**src/rtl/hazard_pkg.sv**
```systemverilog
// hazard_pkg: shared definitions for the pipeline hazard controller.
//   - STG_IF..STG_WB : bit positions of each pipeline stage in the
//                      per-stage stall/flush vectors.
//   - hazard_state_e : controller FSM states.
//   - max_int        : elaboration-time helper used to size the counter.
package hazard_pkg;

    localparam int STG_IF  = 0;
    localparam int STG_ID  = 1;
    localparam int STG_EX  = 2;
    localparam int STG_MEM = 3;
    localparam int STG_WB  = 4;

    typedef enum logic [1:0] {
        IDLE    = 2'd0,
        FLUSH   = 2'd1,
        MC_BUSY = 2'd2
    } hazard_state_e;

    function automatic int max_int(input int a, input int b);
        return (a > b) ? a : b;
    endfunction

endpackage

```
**src/rtl/hazard_load_use_detect.sv**
```systemverilog
// hazard_load_use_detect: combinational load-use hazard detection.
// Flags when the load currently in EX writes a register that the
// instruction in ID reads. x0 is never a hazard since it is hard-wired.
// Ports:
//   ex_mem_read        in  EX instruction is a load
//   ex_rd              in  EX destination register
//   id_rs1, id_rs2     in  ID source registers
//   id_use_rs1/_rs2    in  ID instruction actually reads rs1/rs2
//   hit_o              out load-use hazard present this cycle
module hazard_load_use_detect
    import hazard_pkg::*;
#(
    parameter int REG_AW = 5
) (
    input  logic              ex_mem_read,
    input  logic [REG_AW-1:0] ex_rd,
    input  logic [REG_AW-1:0] id_rs1,
    input  logic [REG_AW-1:0] id_rs2,
    input  logic              id_use_rs1,
    input  logic              id_use_rs2,
    output logic              hit_o
);

    logic rs1_match;
    logic rs2_match;

    assign rs1_match = id_use_rs1 && (id_rs1 == ex_rd);
    assign rs2_match = id_use_rs2 && (id_rs2 == ex_rd);
    assign hit_o     = ex_mem_read && (ex_rd != '0) && (rs1_match || rs2_match);

endmodule

```
**src/rtl/pipeline_hazard_ctrl.sv**
```systemverilog
// pipeline_hazard_ctrl: per-stage stall/flush controller for the in-order
// pipeline. Handles redirect flushes (optionally multi-cycle), load-use
// stalls and fixed-latency multi-cycle EX operations.
// Outputs are combinational from the FSM state and the current inputs so
// the pipeline reacts in the same cycle a hazard is raised.
// Ports:
//   clk, rst            clock, asynchronous active-high reset
//   flush_req           redirect request from EX
//   mc_start            multi-cycle op entered EX (one-cycle pulse)
//   ex_mem_read, ex_rd  load indication / destination of EX instruction
//   id_rs1/2, id_use_*  sources of the ID instruction and their use flags
//   stall_o[i]          register feeding stage i+1 holds (bit 0 = PC)
//   flush_o[i]          register at the input of stage i loads a bubble
//   busy_o              FSM is not in IDLE
// Optional (macro HAZARD_STATS_EN):
//   stat_stall_cnt      saturating count of cycles with any stall
//   stat_flush_cnt      saturating count of accepted flush requests
//   stat_illegal_o      sticky: flush_req or mc_start seen in MC_BUSY
module pipeline_hazard_ctrl
    import hazard_pkg::*;
#(
    parameter int NUM_STAGES   = 5,
    parameter int FLUSH_CYCLES = 1,
    parameter int MC_LAT       = 4,
    parameter int REG_AW       = 5
) (
    input  logic                  clk,
    input  logic                  rst,
    input  logic                  flush_req,
    input  logic                  mc_start,
    input  logic                  ex_mem_read,
    input  logic [REG_AW-1:0]     ex_rd,
    input  logic [REG_AW-1:0]     id_rs1,
    input  logic [REG_AW-1:0]     id_rs2,
    input  logic                  id_use_rs1,
    input  logic                  id_use_rs2,
    output logic [NUM_STAGES-1:0] stall_o,
    output logic [NUM_STAGES-1:0] flush_o,
    output logic                  busy_o
`ifdef HAZARD_STATS_EN
    ,
    output logic [31:0]           stat_stall_cnt,
    output logic [31:0]           stat_flush_cnt,
    output logic                  stat_illegal_o
`endif
);

    localparam int CW = $clog2(max_int(FLUSH_CYCLES, MC_LAT) + 1);
    // Reload values; only meaningful when the matching latency exceeds 1.
    localparam logic [CW-1:0] FL_LOAD = CW'((FLUSH_CYCLES > 1) ? FLUSH_CYCLES - 1 : 0);
    localparam logic [CW-1:0] MC_LOAD = CW'((MC_LAT > 1) ? MC_LAT - 2 : 0);

    hazard_state_e         state_q, state_d;
    logic [CW-1:0]         cnt_q, cnt_d;
    logic [NUM_STAGES-1:0] stall_v, flush_v;
    logic                  lu_hit;

    hazard_load_use_detect #(.REG_AW(REG_AW)) u_lu_detect (
        .ex_mem_read (ex_mem_read),
        .ex_rd       (ex_rd),
        .id_rs1      (id_rs1),
        .id_rs2      (id_rs2),
        .id_use_rs1  (id_use_rs1),
        .id_use_rs2  (id_use_rs2),
        .hit_o       (lu_hit)
    );

    always_comb begin
        state_d = state_q;
        cnt_d   = cnt_q;
        stall_v = '0;
        flush_v = '0;
        case (state_q)
            IDLE: begin
                // Priority: redirect > multi-cycle start > load-use.
                if (flush_req) begin
                    flush_v[STG_ID] = 1'b1;
                    flush_v[STG_EX] = 1'b1;
                    if (FLUSH_CYCLES > 1) begin
                        state_d = FLUSH;
                        cnt_d   = FL_LOAD;
                    end
                end else if (mc_start && (MC_LAT > 1)) begin
                    stall_v[STG_IF]  = 1'b1;
                    stall_v[STG_ID]  = 1'b1;
                    stall_v[STG_EX]  = 1'b1;
                    flush_v[STG_MEM] = 1'b1;
                    state_d          = MC_BUSY;
                    cnt_d            = MC_LOAD;
                end else if (lu_hit) begin
                    stall_v[STG_IF] = 1'b1;
                    stall_v[STG_ID] = 1'b1;
                    flush_v[STG_EX] = 1'b1;
                end
            end
            FLUSH: begin
                // ID holds a bubble here, so load-use is not evaluated.
                flush_v[STG_ID] = 1'b1;
                if (flush_req) begin
                    flush_v[STG_EX] = 1'b1;
                    cnt_d           = FL_LOAD;
                end else if (cnt_q <= CW'(1)) begin
                    state_d = IDLE;
                    cnt_d   = '0;
                end else begin
                    cnt_d = cnt_q - CW'(1);
                end
            end
            MC_BUSY: begin
                // Leaving on cnt==1 means the released cycle already sees
                // IDLE; cnt==0 only occurs on entry when MC_LAT==2.
                if (cnt_q != '0) begin
                    stall_v[STG_IF]  = 1'b1;
                    stall_v[STG_ID]  = 1'b1;
                    stall_v[STG_EX]  = 1'b1;
                    flush_v[STG_MEM] = 1'b1;
                    if (cnt_q == CW'(1)) begin
                        state_d = IDLE;
                        cnt_d   = '0;
                    end else begin
                        cnt_d = cnt_q - CW'(1);
                    end
                end else begin
                    state_d = IDLE;
                end
            end
            default: begin
                state_d = IDLE;
                cnt_d   = '0;
            end
        endcase
    end

    always_ff @(posedge clk or posedge rst) begin
        if (rst) begin
            state_q <= IDLE;
            cnt_q   <= '0;
        end else begin
            state_q <= state_d;
            cnt_q   <= cnt_d;
        end
    end

    // Combinational outputs would otherwise follow the inputs during reset.
    assign stall_o = rst ? '0 : stall_v;
    assign flush_o = rst ? '0 : flush_v;
    assign busy_o  = !rst && (state_q != IDLE);

`ifdef HAZARD_STATS_EN
    logic [31:0] stall_cnt_q, stall_cnt_d;
    logic [31:0] flush_cnt_q, flush_cnt_d;
    logic        illegal_q, illegal_d;

    always_comb begin
        stall_cnt_d = stall_cnt_q;
        flush_cnt_d = flush_cnt_q;
        illegal_d   = illegal_q;
        if ((stall_o != '0) && (stall_cnt_q != 32'hFFFF_FFFF)) begin
            stall_cnt_d = stall_cnt_q + 32'd1;
        end
        if (flush_req && (state_q != MC_BUSY) && (flush_cnt_q != 32'hFFFF_FFFF)) begin
            flush_cnt_d = flush_cnt_q + 32'd1;
        end
        if ((flush_req || mc_start) && (state_q == MC_BUSY)) begin
            illegal_d = 1'b1;
        end
    end

    always_ff @(posedge clk or posedge rst) begin
        if (rst) begin
            stall_cnt_q <= '0;
            flush_cnt_q <= '0;
            illegal_q   <= 1'b0;
        end else begin
            stall_cnt_q <= stall_cnt_d;
            flush_cnt_q <= flush_cnt_d;
            illegal_q   <= illegal_d;
        end
    end

    assign stat_stall_cnt = stall_cnt_q;
    assign stat_flush_cnt = flush_cnt_q;
    assign stat_illegal_o = illegal_q;
`endif

endmodule

```
**config.mk**
```make
export PLATFORM = sky130hd
export DESIGN_NAME = pipeline_hazard_ctrl
export DESIGN_NICKNAME = d
export VERILOG_FILES = /design/src/rtl/hazard_pkg.sv /design/src/rtl/hazard_load_use_detect.sv /design/src/rtl/pipeline_hazard_ctrl.sv
export SDC_FILE = /design/constraint.sdc
export NUM_CORES = 1
export LEC_CHECK = 0
export ABC_AREA = 1
export BUFFER_PORTS_ARGS = -buffer_cell sky130_fd_sc_hd__buf_2
export CORE_UTILIZATION = 37
export DETAILED_ROUTE_END_ITERATION = 8
export PLACE_DENSITY_LB_ADDON = 0.15
export SLEW_MARGIN = 15
export SYNTH_ARGS = -nofsm -noshare
export SYNTH_HDL_FRONTEND = slang
export SYNTH_SLANG_ARGS = --single-unit
```
**constraint.sdc**
```tcl
create_clock -name clk -period 1.4 [get_ports clk]
set_clock_uncertainty 0.2 [all_clocks]
set_input_delay 0.21 -clock clk [delete_from_list [all_inputs] [get_ports clk]]
set_output_delay 0.21 -clock clk [all_outputs]
set_load 0.02 [all_outputs]
```
=== After elaboration in Yosys (flattened, before gate mapping) ===
Cells that the tools add are included.
W data, S select, Z words.

* Register bits after elaboration: 5
* Word-level logic and storage cells: 58

* $add $sub $neg: 1
* Magnitude comparators: 1
* Equal/unequal tests: 11
* Mux-type cells: 30
* Reduce and logical (&&, ||, !) cells: 13

{| class="wikitable"
|+ Operator list
! cell !! count
|-
| $mux W3 || 9
|-
| $mux W2 || 8
|-
| $eq A5 B5 Y1 || 2
|-
| $ne A2 B2 Y1 const B || 5
|-
| $pmux W3 S3 || 1
|-
| $mux W1 || 7
|-
| $pmux W2 S3 || 1
|-
| $pmux W3 S2 || 1
|-
| $logic_and A1 B1 Y1 || 5
|-
| $reduce_and A5 Y1 || 1
|-
| $reduce_bool A5 Y1 || 1
|-
| $mux W4 || 1
|-
| $pmux W2 S2 || 1
|-
| $eq A3 B1 Y1 const B || 1
|-
| $le A3 B1 Y1 const B || 1
|-
| $ne A3 B3 Y1 const B || 1
|-
| $reduce_and A3 Y1 || 1
|-
| $reduce_bool A3 Y1 || 1
|-
| $sub A3 B1 Y3 const B || 1
|-
| $eq A2 B1 Y1 const B || 1
|-
| $eq A2 B2 Y1 const B || 1
|-
| $logic_not A2 Y1 || 1
|-
| $pmux W1 S2 || 1
|-
| $reduce_bool A2 Y1 || 1
|-
| other kinds (2) || 2
|}

=== Longest topological paths before layout ===
Gate-level depths: netlist (run 1).

* Word-level depth: 9
* Gate-level depth with buffers: 9

=== Hierarchy ===
From an unflattened synthesis (run 1), not the netlist that was laid out.

* Cell total of the unflattened synthesis: 106
* Area total of the unflattened synthesis: 560.5 µm²

{| class="wikitable"
|+ Modules (own cells, without submodules)
! module !! times used !! cells each !! area an instance (µm²) !! sequential area each (µm²)
|-
| pipeline_hazard_ctrl || 1 || 51 || 344.1 || 100.1
|-
| hazard_load_use_detect || 1 || 55 || 216.5 || 0.0
|}

=== Least setup slack after synthesis (run 1) ===
Ideal clock, no wire load.

* Path kind: register to output
* Start: reg cnt_q[0]
* End: out stall_o[1]
* Arrival time: 1.602 ns
* Required time: 0.990 ns
* Setup slack: -0.612 ns
* Cell stages (with the launch flop): 9
* Buffers on the path: 1
* Path through: dfrtp_1 inv_1 ha_1 nand3_1 nand3_2 nor2_1 inv_1 nand2_1 buf_4

* Longest elaborated chain between the ends: 4

{| class="wikitable"
|+ Ends and longest elaborated chain
! item !! RTL line !! text
|-
| start, declared || pipeline_hazard_ctrl.sv:54 || <nowiki>logic [CW-1:0] cnt_q, cnt_d;</nowiki>
|-
| start signal, assigned || pipeline_hazard_ctrl.sv:140 || <nowiki>cnt_q <= cnt_d;</nowiki>
|-
| $reduce_bool A3 Y1 || pipeline_hazard_ctrl.sv:112 || <nowiki>if (cnt_q != '0) begin</nowiki>
|-
| $mux W3 || pipeline_hazard_ctrl.sv:112 ||
|-
| $pmux W3 S2 || pipeline_hazard_ctrl.sv:73 || <nowiki>case (state_q)</nowiki>
|-
| $mux W3 || pipeline_hazard_ctrl.sv:145 || <nowiki>assign stall_o = rst ? '0 : stall_v;</nowiki>
|-
| end, declared || pipeline_hazard_ctrl.sv:37 || <nowiki>output logic [NUM_STAGES-1:0] stall_o,</nowiki>
|}

No other way between the ends.

=== Worst setup path after layout (run 1) ===
* Start: reg cnt_q[1]
* End: out stall_o[0]

The elaborated chain is that of the path after synthesis.

==> qor.txt, run 1 <==
H-tree Lvls: 1
Largest net degree at the start of global routing: 7
Clock tree sinks: 4
Tot Pwr: 1.46 mW
Final instance area: 947 um2
Crit. End Element: output port
CP Max Fanout: 3
Synth-to-Final Area Change: 70.9%
Root Driver: clkbuf_4
Max-cap violations: 0
Skew-Pair Late Insertion Delay: 0.24 ns
Worst reg2reg startpoint: cnt_q[1]
Setup TNS: -1.98 ns
Layout cells sized above 1: 0.421
Grt total ovfl: 0
Outcome: finished with violations
Initial Utilization: 0.411
Die Y: 40.7 um
Fin worst setup slack: -0.364 ns
Post-place instance area: 764 um2
Final hold vios: 0
Worst path cell trace: inv_2 -> ha_4 -> nand3_4 -> nand3_4 -> nor2_4 -> inv_2 -> nand2_4 -> buf_6
Cell Count Post-Placement: 149
Syn Area/Cell: 5.33 um2
Pwr Density: 1550 nW/um2
Max Slew Vio Count: 0
Clock slew at reported path FFs: 0.04 ns
Width of the die: 40.7 um
RR Endpoint: cnt_q[1]
WP data required: 0.99 ns
Final WL: 1470 um
Synth Cell Area: 554 um2
Drt initial violations: 9
Tmin final: 1.76 ns
FILL cells: 129
Failing checks: negative setup slack
Synth Area in Compound Gates: 0.0677
FF-to-FF path depth: 8
CP peak stage delay: 0.35 ns
Gr usage total: 0.194
Post-Synth XOR/XNOR Area: 0
Buffers on Ports: 28
CTS tree: yes
# DRC: 0
Vias per cell: 4.29
Antenna Nets Post-Route: 0
Initial antenna violation count: 0
Post-Layout Cell Count: 160
Tcrit/Tclk final: 1.26
Synthesis warning total: 0
Post-DP HPWL: 1090 um
Std cell rows: 13
First-pass GRT wire length: 2150 um
Largest family of logic cells by synthesized area: simple AND/OR/NAND/NOR gates
Die ar.: 1660 um2
Worst EP arrival: 1.35 ns
Critical path class: reg2out
First drt pass iteration count: 3
RSZ-0062 raised after global routing: true
Clk network pwr share: 0.098
Cells after Synth: 104
GP Congestion: 0.791
CP startpoint kind: flop
Via count: 687
Area share of fa/ha/maj cells after synthesis: 0.0677
Sequential share of power: 0.149
Gate power share: 0.754
CTS buffer count: 3
HP Class: in2async
Reg2reg setup slack: -0.02 ns
P_int: 824 uW
Worst vdd ir: 1.04 mV
Flops & latches, synth: 4
Post-synthesis sequential area ratio: 0.181
Synth cell types: 15
Vias in the first global route: 583
WL/cell: 9.18 um
Pleak: 0.582 nW
Sequential cell area: 101 um2
Slowest CP cell: dfrtp_1
Multiplexer share of the synthesized area: 0
Fin nets: 172
Clk buf depth: 2
Switching power: 640 uW
CORE AREA: 1350 um2
Final setup violation count: 8
Ant diodes: 0
Switching share of power: 0.437
I/O pin count: 33
Max Fclk: 567 MHz
Synth Area in Simple Gates: 0.427
Multi-input logic area: 415 um2
[critical path: cells and delay by family, from the launching register on]
family / cells / cell delay (ns)
simple gates: 4 / 0.39
flops: 1 / 0.35
buf+inv: 3 / 0.23
fa+ha+maj: 1 / 0.16
[cells in the mapped netlist, drive strengths merged]
master / n / area (um2)
a21oi: 3 / 15.0
a31oi: 2 / 12.5
buf: 6 / 45.0
conb: 1 / 3.75
dfrtp: 4 / 100
ha: 3 / 37.5
inv: 25 / 93.8
nand2: 34 / 128
nand3: 7 / 40.0
nand4: 1 / 6.26
nor2: 15 / 56.3
o21ai: 2 / 10.0
or2: 1 / 6.26
[area by class of cell]
type,count,share of cell area
well taps,15,0.0198
flip-flops and latches,4,0.107
inverters,25,0.107
multi-input cells,72,0.439
clock buffers,3,0.0238
repair buffers,41,0.304
[worst max-delay path by stage]
stage | slack (ns) | start | cells after the start | end
finish | -0.36 | cnt_q[1] | 8 | stall_o[0]
global route | -0.45 | cnt_q[1] | 8 | stall_o[1]
CTS | -0.36 | cnt_q[1] | 8 | stall_o[0]
detailed placement | -0.17 | cnt_q[0] | 8 | stall_o[0]
global placement | -0.13 | cnt_q[1] | 8 | stall_o[1]
floorplan | -0.21 | cnt_q[0] | 8 | stall_o[1]
[kinds of logic (layout without fill, tap and decap cells)]
family                     count (synthesis)  count (layout)
other                                      1               4
and+or+nand+nor                           58              58
DFF                                        4               4
AOI/OAI and AO/OA                          7               7
adders and majority gates                  3               3
buffers and inverters                     31              69
[layout by cell type, fill, tap and decap left out, drive strengths merged]
cell	n
nand4	1
a31oi	2
dlygate4sd3	1
conb	4
clkbuf	3
a21oi	3
or2	1
nor2	15
ha	3
o21ai	2
nand3	7
buf	40
dfrtp	4
nand2	34
inv	25
[through the flow]
stage | utilization | hold WS [ns] | setup slack [ns]
final | 0.702 | 0.282 | -0.364
after detailed placement | 0.566 | -0.0259 | -0.172
after floorplan | - | -0.224 | -0.213
after global placement | 0.566 | -0.0328 | -0.130
after CTS | 0.652 | 0.276 | -0.363
after global routing | 0.702 | 0.318 | -0.455
[registers in the layout (all words and copies together), names as in the netlist]
name	cells
state_q	1
cnt_q	3
[power groups by stage]
stage          clock [mW]  sequential [mW]  combinational, mW
6_report            0.143            0.217               1.10
3_3_place_gp            0            0.209              0.678
2_1_floorplan           0            0.213              0.484
3_5_place_dp            0            0.212              0.690
5_1_grt             0.157            0.220               1.21
4_1_cts             0.150            0.217              0.870
[metal layers]
metal / track usage / up-vias / part of all wire
met5: 0 / - / 0
met4: 0.0250 / 0 / 0
met3: 0.0326 / 0 / 0.027
met2: 0.389 / 16 / 0.56
met1: 0.211 / 289 / 0.41
li1: - / 382 / -
[what timing repair did]
action,CTS,global route
hold buffers,1,0
cloned,0,0
setup endpoints to repair,10,10
buffers inserted,5,4
pin swaps,9,4
resized for setup,20,12
endpoints found under the hold margin,4,0
Power figures use the tool's default switching activity.
==> run 2: changes to the inputs <==
--- a/config.mk
+++ b/config.mk
@@ -14,3 +14,4 @@
 export SYNTH_ARGS = -nofsm -noshare
 export SYNTH_HDL_FRONTEND = slang
 export SYNTH_SLANG_ARGS = --single-unit
+export TNS_END_PERCENT = 5
==> qor.txt, run 2 (synthesized netlist as in run 1, its figures left out) <==
Worst reg2reg startpoint: state_q[1]
Worst EP arrival: 1.34 ns (about the same)
Gr usage total: 0.199 (+0.00521)
CP startpoint kind: flop
Worst path cell trace: inv_2 -> ha_4 -> nand3_4 -> nand2_1 -> nor2_1 -> nand3_1 -> nand2_4 -> buf_6
Post-Route M1 WL: 583 um (-3.2%)
Via count: 689 (+0.29%)
Met2 WL: 772 um (-6.4%)
Tmin final: 1.75 ns (-0.00973 ns)
CORE AREA: 1350 um2 (unchanged)
Reg2reg setup slack: -0.03 ns (about the same)
Tcrit/Tclk final: 1.25 (-0.00695)
Critical path class: reg2out
CP peak stage delay: 0.36 ns (about the same)
RSZ-0062 raised after global routing: true
P_int: 668 uW (-19%)
WP buf/inv: 2 (-1)
Hold_ws: 0.288 ns (+0.00640 ns)
Clk buf depth: 2 (unchanged)
Clock tree sinks: 4 (unchanged)
Max Slew Vio Count: 0 (unchanged)
Worst vdd ir: 0.838 mV (-20%)
H-tree Lvls: 1 (unchanged)
FF-to-FF path depth: 6 (-2)
Setup TNS: -1.77 ns (+0.212 ns)
Root Driver: clkbuf_4
Critical path launch point: cnt_q[0]
Vias in the first global route: 598 (+2.6%)
Crit path depth: 8 (unchanged)
Pleak: 0.540 nW (-7.3%)
WP data required: 0.99 ns (about the same)
Fin worst setup slack: -0.355 ns (+0.00973 ns)
Sequential share of power: 0.181 (+0.032)
Post-Layout Cell Count: 154 (-3.8%)
Initial antenna violation count: 0 (unchanged)
Die Y: 40.7 um (unchanged)
I/O pin count: 33 (unchanged)
Fin nets: 166 (-3.5%)
Layout cells sized above 1: 0.374 (-0.0466)
Width of the die: 40.7 um (unchanged)
Post-DP HPWL: 1120 um (+2.0%)
Max reg flops: 3 (unchanged)
DR top layer: met3
Vias per cell: 4.47 (+4.2%)
Final WL: 1400 um (-4.7%)
CTS tree: yes
Crit. End Element: output port
Largest register by flop count: cnt_q
WL/cell: 9.09 um (-0.98%)
Largest net degree at the start of global routing: 7 (unchanged)
Final setup violation count: 8 (unchanged)
Grt total ovfl: 0 (unchanged)
GP Congestion: 0.801 (+1.3%)
First-pass GRT wire length: 2260 um (+4.8%)
HP Class: in2async
Std cell rows: 13 (unchanged)
Util after Layout: 0.634 (-0.0677)
RR Endpoint: cnt_q[1]
CTS buffer count: 3 (unchanged)
Top flop regs: cnt_q x3, state_q x1
# DRC: 0 (unchanged)
Outcome: finished with violations
Slowest CP cell: dfrtp_1
Skew-Pair Late Insertion Delay: 0.24 ns (about the same)
Setup crit end: stall_o[0]
Failing checks: negative setup slack
Final hold vios: 0 (unchanged)
Initial Utilization: 0.411 (unchanged)
Clock slew at reported path FFs: 0.05 ns (about the same)
Pwr Density: 1420 nW/um2 (-8.1%)
Clk network pwr share: 0.121 (+0.023)
Wire length on met3: 44 um (+10%)
Most common cell after layout, fill and taps aside: nand2_1
Critical path's top delay family: simple AND/OR/NAND/NOR gates
Drt initial violations: 9 (unchanged)
Commonest non-fill, non-tap cells in the layout: nand2_1, buf_2, inv_1
Ant diodes: 0 (unchanged)
Die ar.: 1660 um2 (unchanged)
CP Max Fanout: 2 (-1)
Synth-to-Final Area Change: 54.4%
Switching power: 547 uW (-15%)
Switching share of power: 0.450 (+0.0127)
Max-cap violations: 0 (unchanged)
First drt pass iteration count: 4 (+1)
Buffers on Ports: 28 (unchanged)
Cell Count Post-Placement: 149 (unchanged)
Gate power share: 0.697 (-0.057)
Antenna Nets Post-Route: 0 (unchanged)
Max Fclk: 570 MHz (+0.55%)
[run 2: through the flow]
step / setup slack (ns) / cell area (um2) / total power, mW
floorplan: -0.213 / 617 / 0.698
global placement: -0.127 / 764 / 0.888
detailed placement: -0.187 / 764 / 0.906
CTS: -0.369 / 846 / 1.18
global route: -0.428 / 856 / 1.32
finish: -0.355 / 856 / 1.21
[run 2: cell type report]
cell class | count | area (um2)
inverters | 25 | 96.3
clock buffers | 3 | 22.5
fillers | 143 | 494
repair buffers | 35 | 231
well taps | 15 | 18.8
flip-flops and latches | 4 | 101
multi-input cells | 72 | 385
[run 2: repair_timing]
item,4_1_cts,5_1_grt
gates resized for setup,15,5
pin swaps,4,0
endpoints found under the setup margin,10,10
setup buffers,1,0
hold buffers,1,0
hold endpoints to repair,4,0
[run 2: worst reg2reg max path, stage by stage, from the launching register on]
cell and delay [ns]:
dfrtp_2 0.44, or2_4 0.26, nand3_4 0.09, buf_6 0.12, inv_4 0.04, nor2_1 0.09, a31oi_1 0.05
[run 2: worst min path at each step]
stage	startpoint	to	slack, ns	depth (start not counted)
after global placement	rst	state_q[1]	-0.03	2
after global routing	rst	cnt_q[2]	0.34	3
after detailed placement	rst	state_q[1]	-0.03	2
final	rst	cnt_q[2]	0.29	3
after floorplan	rst	cnt_q[0]	-0.22	1
after CTS	rst	state_q[1]	0.28	3
[run 2: per-layer routing]
layer  global-route usage  vias to the layer above
met3               0.0326                        0
met4                    0                        0
li1                     -                      369
met1                0.226                      302
met5                    0                        -
met2                0.401                       18
[run 2: power groups by stage]
stage | logic, mW | registers [mW] | clock network [mW]
floorplan | 0.484 | 0.213 | 0
global placement | 0.678 | 0.209 | 0
detailed placement | 0.692 | 0.214 | 0
CTS | 0.814 | 0.214 | 0.149
global route | 0.941 | 0.226 | 0.157
finish | 0.847 | 0.220 | 0.147
